`config.mk`:
```
export PLATFORM = sky130hd
export DESIGN_NAME = bram_port_demux_n
export DESIGN_NICKNAME = d
export VERILOG_FILES = /design/src/rtl/bram_demux_pkg.sv /design/src/rtl/bram_demux_sel_pipe.sv /design/src/rtl/bram_port_demux_n.sv
export SDC_FILE = /design/constraint.sdc
export NUM_CORES = 1
export LEC_CHECK = 0
export CELL_PAD_IN_SITES_DETAIL_PLACEMENT = 1
export CELL_PAD_IN_SITES_GLOBAL_PLACEMENT = 1
export CORE_AREA = 2 2 291 293
export CTS_CLUSTER_DIAMETER = 40
export DETAILED_ROUTE_END_ITERATION = 12
export DIE_AREA = 0 0 293 295
export PLACE_DENSITY_LB_ADDON = 0.25
export SYNTH_ARGS = -nofsm -noshare
export SYNTH_HDL_FRONTEND = slang
export SYNTH_SLANG_ARGS = --single-unit
```
`constraint.sdc`:
```
create_clock -name bram_in_clk -period 5.3 [get_ports bram_in_clk]
set_clock_uncertainty 0.1 [all_clocks]
set_input_delay 1.59 -clock bram_in_clk [delete_from_list [all_inputs] [get_ports bram_in_clk]]
set_output_delay 1.59 -clock bram_in_clk [all_outputs]
set_load 0.01 [all_outputs]
```
`src/rtl/bram_demux_pkg.sv`:
```
// rtl/bram_demux_pkg.sv - shared types, constants and helpers for the BRAM port demux
package bram_demux_pkg;

    localparam int          STAT_W           = 16;
    localparam int          SEL_MAX_W        = 4;
    localparam logic [31:0] ERR_WORD_DEFAULT = 32'hABADC0DE;

    typedef struct packed {
        logic                 valid;
        logic                 oor;
        logic [SEL_MAX_W-1:0] idx;
    } sel_stage_t;

    function automatic int clog2_min1(input int n);
        int w;
        w = 1;
        while ((1 << w) < n) w++;
        return w;
    endfunction

endpackage

```
`src/rtl/bram_demux_sel_pipe.sv`:
```
// rtl/bram_demux_sel_pipe.sv - read-select delay line matched to BRAM latency, with held output
module bram_demux_sel_pipe
    import bram_demux_pkg::*;
#(
    parameter int READ_LATENCY = 1
) (
    input  logic                 clk,
    input  logic                 rst_n,
    input  logic                 ena,
    input  logic                 oor,
    input  logic [SEL_MAX_W-1:0] idx,
    output logic                 sel_oor,
    output logic [SEL_MAX_W-1:0] sel_idx
);

    sel_stage_t           stage [READ_LATENCY];
    logic                 held_oor;
    logic [SEL_MAX_W-1:0] held_idx;

    always_ff @(posedge clk or negedge rst_n) begin
        if (!rst_n) begin
            for (int i = 0; i < READ_LATENCY; i++) stage[i] <= '0;
            held_oor <= 1'b0;
            held_idx <= '0;
        end else begin
            stage[0] <= {ena, oor, idx};
            for (int i = 1; i < READ_LATENCY; i++) stage[i] <= stage[i-1];
            if (stage[READ_LATENCY-1].valid) begin
                held_oor <= stage[READ_LATENCY-1].oor;
                held_idx <= stage[READ_LATENCY-1].idx;
            end
        end
    end

    // Between reads the mux keeps pointing at the last region read so rdata stays stable.
    assign sel_oor = stage[READ_LATENCY-1].valid ? stage[READ_LATENCY-1].oor : held_oor;
    assign sel_idx = stage[READ_LATENCY-1].valid ? stage[READ_LATENCY-1].idx : held_idx;

endmodule

```
`src/rtl/bram_port_demux_n.sv`:
```
// rtl/bram_port_demux_n.sv - N-way BRAM port demux with out-of-range logging; BRAM_PORT_DEMUX_STATS_EN adds per-port write counters
module bram_port_demux_n
    import bram_demux_pkg::*;
#(
    parameter int                N_PORTS      = 5,
    parameter int                REGION_AW    = 12,
    parameter int                DATA_W       = 32,
    parameter int                ADDR_W       = 32,
    parameter int                READ_LATENCY = 1,
    parameter logic [DATA_W-1:0] ERR_WORD     = ERR_WORD_DEFAULT
) (
    input  logic                          bram_in_clk,
    input  logic                          bram_in_rst_n,
    input  logic                          bram_in_rst,
    input  logic                          bram_in_ena,
    input  logic [DATA_W/8-1:0]           bram_in_we,
    input  logic [ADDR_W-1:0]             bram_in_addr,
    input  logic [DATA_W-1:0]             bram_in_wdata,
    output logic [DATA_W-1:0]             bram_in_rdata,
    output logic [N_PORTS-1:0]            bram_out_clk,
    output logic [N_PORTS-1:0]            bram_out_rst,
    output logic [N_PORTS-1:0]            bram_out_ena,
    output logic [N_PORTS*DATA_W/8-1:0]   bram_out_we,
    output logic [N_PORTS*ADDR_W-1:0]     bram_out_addr,
    output logic [N_PORTS*DATA_W-1:0]     bram_out_wdata,
    input  logic [N_PORTS*DATA_W-1:0]     bram_out_rdata,
    input  logic                          err_clr,
    output logic                          err_sticky,
    output logic [ADDR_W-1:0]             err_addr,
    output logic [STAT_W-1:0]             err_count,
    output logic [N_PORTS*STAT_W-1:0]     stat_wr_cnt
);

    localparam int              SEL_W   = clog2_min1(N_PORTS);
    localparam logic [STAT_W-1:0] CNT_MAX = '1;

    logic [SEL_W-1:0]     idx;
    logic [SEL_MAX_W-1:0] idx_w;
    logic                 oor;
    logic                 err_hit;
    logic                 sel_oor;
    logic [SEL_MAX_W-1:0] sel_idx;

    assign idx     = bram_in_addr[REGION_AW +: SEL_W];
    assign idx_w   = SEL_MAX_W'(idx);
    // One extra bit so N_PORTS = 16 does not wrap to zero in the compare.
    assign oor     = ({1'b0, idx_w} >= (SEL_MAX_W+1)'(N_PORTS));
    assign err_hit = bram_in_ena & oor;

    assign bram_out_clk   = {N_PORTS{bram_in_clk}};
    assign bram_out_rst   = {N_PORTS{bram_in_rst}};
    assign bram_out_we    = {N_PORTS{bram_in_we}};
    assign bram_out_addr  = {N_PORTS{bram_in_addr}};
    assign bram_out_wdata = {N_PORTS{bram_in_wdata}};

    always_comb begin
        bram_out_ena = '0;
        for (int k = 0; k < N_PORTS; k++)
            bram_out_ena[k] = bram_in_ena && (idx_w == SEL_MAX_W'(k));
    end

    bram_demux_sel_pipe #(
        .READ_LATENCY (READ_LATENCY)
    ) u_sel_pipe (
        .clk     (bram_in_clk),
        .rst_n   (bram_in_rst_n),
        .ena     (bram_in_ena),
        .oor     (oor),
        .idx     (idx_w),
        .sel_oor (sel_oor),
        .sel_idx (sel_idx)
    );

    always_comb begin
        bram_in_rdata = '0;
        for (int k = 0; k < N_PORTS; k++)
            if (sel_idx == SEL_MAX_W'(k)) bram_in_rdata = bram_out_rdata[k*DATA_W +: DATA_W];
        if (sel_oor) bram_in_rdata = ERR_WORD;
    end

    // An error arriving with a clear is logged as the first event after the clear.
    always_ff @(posedge bram_in_clk or negedge bram_in_rst_n) begin
        if (!bram_in_rst_n) begin
            err_sticky <= 1'b0;
            err_addr   <= '0;
            err_count  <= '0;
        end else if (err_hit) begin
            err_sticky <= 1'b1;
            if (!err_sticky || err_clr) err_addr <= bram_in_addr;
            if (err_clr)                err_count <= STAT_W'(1);
            else if (err_count != CNT_MAX) err_count <= err_count + 1'b1;
        end else if (err_clr) begin
            err_sticky <= 1'b0;
            err_addr   <= '0;
            err_count  <= '0;
        end
    end

`ifdef BRAM_PORT_DEMUX_STATS_EN
    logic [STAT_W-1:0] wr_cnt [N_PORTS];

    always_ff @(posedge bram_in_clk or negedge bram_in_rst_n) begin
        if (!bram_in_rst_n) begin
            for (int k = 0; k < N_PORTS; k++) wr_cnt[k] <= '0;
        end else begin
            for (int k = 0; k < N_PORTS; k++) begin
                if (err_clr)
                    wr_cnt[k] <= '0;
                else if (bram_out_ena[k] && (|bram_in_we) && (wr_cnt[k] != CNT_MAX))
                    wr_cnt[k] <= wr_cnt[k] + 1'b1;
            end
        end
    end

    always_comb begin
        stat_wr_cnt = '0;
        for (int k = 0; k < N_PORTS; k++) stat_wr_cnt[k*STAT_W +: STAT_W] = wr_cnt[k];
    end
`else
    assign stat_wr_cnt = '0;
`endif

endmodule

```
==> impl_metrics.env <==
export IMPL_dieWidth_um=293
export IMPL_worst_ep_arrival_time_ns=3.40
export IMPL_cp_num_buf_inv=3
export IMPL_slowest_stage="clkdlybuf4s50_1"
export IMPL_io_pins=749
export IMPL_drive_gt1_share_pct=6.37
export IMPL_seqCellArea_um2=1480
export IMPL_port_buffers=446
export IMPL_grt_pass1_wl_mm=47.5
export IMPL_setup_tns_ns=0
export IMPL_die_area_um2=86400
export IMPL_synth_top_area_cell="buf_4"
export IMPL_ant_nets=0
export IMPL_rsz0062_at_grt="false"
export IMPL_slew_violations=0
export IMPL_cp_depth=3
export IMPL_p_leak_nw=3.79
export IMPL_synth_edf_count=0
export IMPL_cts_setup_buffers=0
export IMPL_critPathMaxFanout=3
export IMPL_synthTopCellsByArea="buf_4 45%, dfrtp_1 20%, a22o_1 3.9%, a21oi_1 3.0%, o21ai_0 2.8%"
export IMPL_gp_congestion=0.744
export IMPL_row_count=106
export IMPL_async_flop_share_pct=100
export IMPL_hpwl_mm=26.7
export IMPL_syn2layout_area_growth_pct=46.5
export IMPL_vias=6371
export IMPL_use_met1_pct=8.51
export IMPL_finalHoldViolCount=0
export IMPL_coreArea_um2=83200
export IMPL_synth_seq_cells=59
export IMPL_die_h_um=295
export IMPL_avgSynthCellArea_um2=8.11
export IMPL_gr_total_overflow=0
export IMPL_hold_buffers=0
export IMPL_path_clk_slew_ns=0.06
export IMPL_setup_worst_path_start="bram_in_clk"
export IMPL_cts_tree="yes"
export IMPL_synth_seq_area_share_pct=20.4
export IMPL_holdCritPathClass="reg -> reg"
export IMPL_synth_cells=892
export IMPL_drtIter0Drc=158
export IMPL_end_kind="output pin"
export IMPL_final_setup_viol_count=0
export IMPL_fin_crit_sh_pct=96.1
export IMPL_synthDistinctLibCells=56
export IMPL_grt_pass1_vias=6929
export IMPL_synth_flop_cell="dfrtp_1"
export IMPL_synth_most_common_cell="buf_4"
export IMPL_worstSetupEndpoint="bram_out_clk[1]"
export IMPL_maxCapViolations=0
export IMPL_utilization_pct=12.7
export IMPL_drc_errors=0
export IMPL_grtUsageTotal_pct=7.49
export IMPL_cp_start_kind="clock port"
export IMPL_cellPowerDensity_nw_per_um2=213
export IMPL_worst_pin_slew_ns=0.901
export IMPL_dr_pass1_iters=4
export IMPL_syn_area_um2=7240
export IMPL_fmax_ghz=0.198
export IMPL_min_period_ns=5.09
export IMPL_nets=1217
export IMPL_via_per_inst=3.08
export IMPL_initial_core_util_pct=8.70
export IMPL_wl_per_cell_um=16.4
export IMPL_grt_busiest_layer="met2"
export IMPL_critPathTopFamily="buffers and inverters"
export IMPL_path_common_cell="clkbuf_16"
export IMPL_slowest_delay_ns=0.48
export IMPL_use_met3_pct=3.35
export IMPL_synthTopCellsByCount="431 x buf_4, 59 x dfrtp_1, 44 x a21oi_1"
export IMPL_crit_chain="clkbuf_16 > clkbuf_16 > clkdlybuf4s50_1"
export IMPL_vdd_ir_drop_max_mv=0.177
export IMPL_ys_warnings_count=0
export IMPL_netlist_area_leader_share_pct=44.7
export IMPL_r2r_slack_ns=3.04
export IMPL_cts_resized=0
export IMPL_routed_wirelength_mm=34.0
export IMPL_critPathKind="clk -> out"
export IMPL_multi_input_area_um2=2650
export IMPL_reg2reg_depth=5
export IMPL_n_fill_cell=9825
export IMPL_status="complete, no violations"
export IMPL_finalWorstSetupSlack_ns=0.207
export IMPL_place_ws_ns=0.130
export IMPL_use_met2_pct=12.1
export IMPL_clk_latency_ns=0.48
export IMPL_maxSlewHeadroom_pct=39.9
export IMPL_r2r_end="err_count[8]"
export IMPL_antenna_found_initial=3
export IMPL_required_ns=3.61
export IMPL_grt_max_degree=60
export IMPL_timing_rr_start="err_count[0]"
-- cell families after synthesis --
family	count (synthesis)	share of synthesized area, %
AO/OA/AOI/OAI	244	23.2
adder cells (fa/ha/maj)	1	0.173
buffers and inverters	477	47.5
flip-flops	59	20.4
multiplexers	5	0.916
other	1	0.0518
AND/OR/NAND/NOR	105	7.83
-- state kept, by name (all words and copies together), names as in the netlist --
| register | cells |
|---|---|
| u_sel_pipe.held_idx | 4 |
| u_sel_pipe.held_oor | 1 |
| err_sticky | 1 |
| err_count | 16 |
| u_sel_pipe.stage | 5 |
| err_addr | 32 |
-- final cells by class --
| cell class | count | area share (%) |
|---|---|---|
| Tap cell | 1080 | 12.7 |
| Inverter | 4 | 0.142 |
| Clock inverter | 6 | 0.838 |
| Antenna cell | 1 | 0.0236 |
| Timing Repair Buffer | 465 | 43.6 |
| Sequential cell | 59 | 13.9 |
| Clock buffer | 20 | 3.72 |
| Multi-Input combinational cell | 435 | 25.0 |
-- where the power goes --
group	total, W	internal, W	switching, W
combinational	0.000803	0.000426	0.000377
clock	0.000959	0.000623	0.000335
sequential	0.000500	0.000475	0.0000251
total	0.00226	0.00152	0.000737
-- cells in the final DEF, fill, tap and decap left out, types with 3 or more instances in the layout --
master / netlist / routed
a21oi_1: 44 / 43
o22ai_1: 19 / 19
o21ai_0: 41 / 41
o211a_1: 20 / 20
a22o_1: 32 / 32
o31ai_1: 8 / 8
or4_1: 10 / 10
o211ai_1: 21 / 21
a21o_1: 15 / 15
nand3_1: 8 / 8
nor3b_1: 4 / 4
nand2_1: 29 / 29
nor3_1: 5 / 5
mux2_2: 3 / 3
a221oi_1: 13 / 13
nor2_1: 26 / 25
o21ai_1: 19 / 19
clkbuf_16: 0 / 13
conb_1: 1 / 80
buf_4: 431 / 23
clkdlybuf4s50_1: 0 / 445
dfrtp_1: 59 / 58
nand4_1: 5 / 5
-- per-stage QoR --
stage	std cells	hold slack, ns	area (um2)	total power [W]
floorplan	971	0.421	7530	0.00113
global placement	2048	0.376	10200	0.00142
detailed placement	2048	0.376	10200	0.00142
CTS	2069	0.397	10600	0.00233
global route	2069	0.410	10600	0.00239
finish	2070	0.387	10600	0.00226
-- worst min-delay path by stage --
stage | startpoint | end | slack, ns | cells past startpoint
final | err_addr[14] | err_addr[14] | 0.39 | 1
after global routing | err_addr[14] | err_addr[14] | 0.41 | 1
after CTS | err_addr[14] | err_addr[14] | 0.40 | 1
after detailed placement | err_addr[14] | err_addr[14] | 0.38 | 1
after global placement | err_addr[14] | err_addr[14] | 0.38 | 1
after floorplan | err_addr[14] | err_addr[14] | 0.42 | 1
-- routing by layer --
layer  vias to the layer above  wire [um]  share of wire [%]
met4                         0        877                2.6
met3                        48       3530                 10
met5                         -          0                  0
li1                       2780          -                  -
met1                      3023      13600                 40
met2                       520      16000                 47
(Power assumes the default switching activity.)
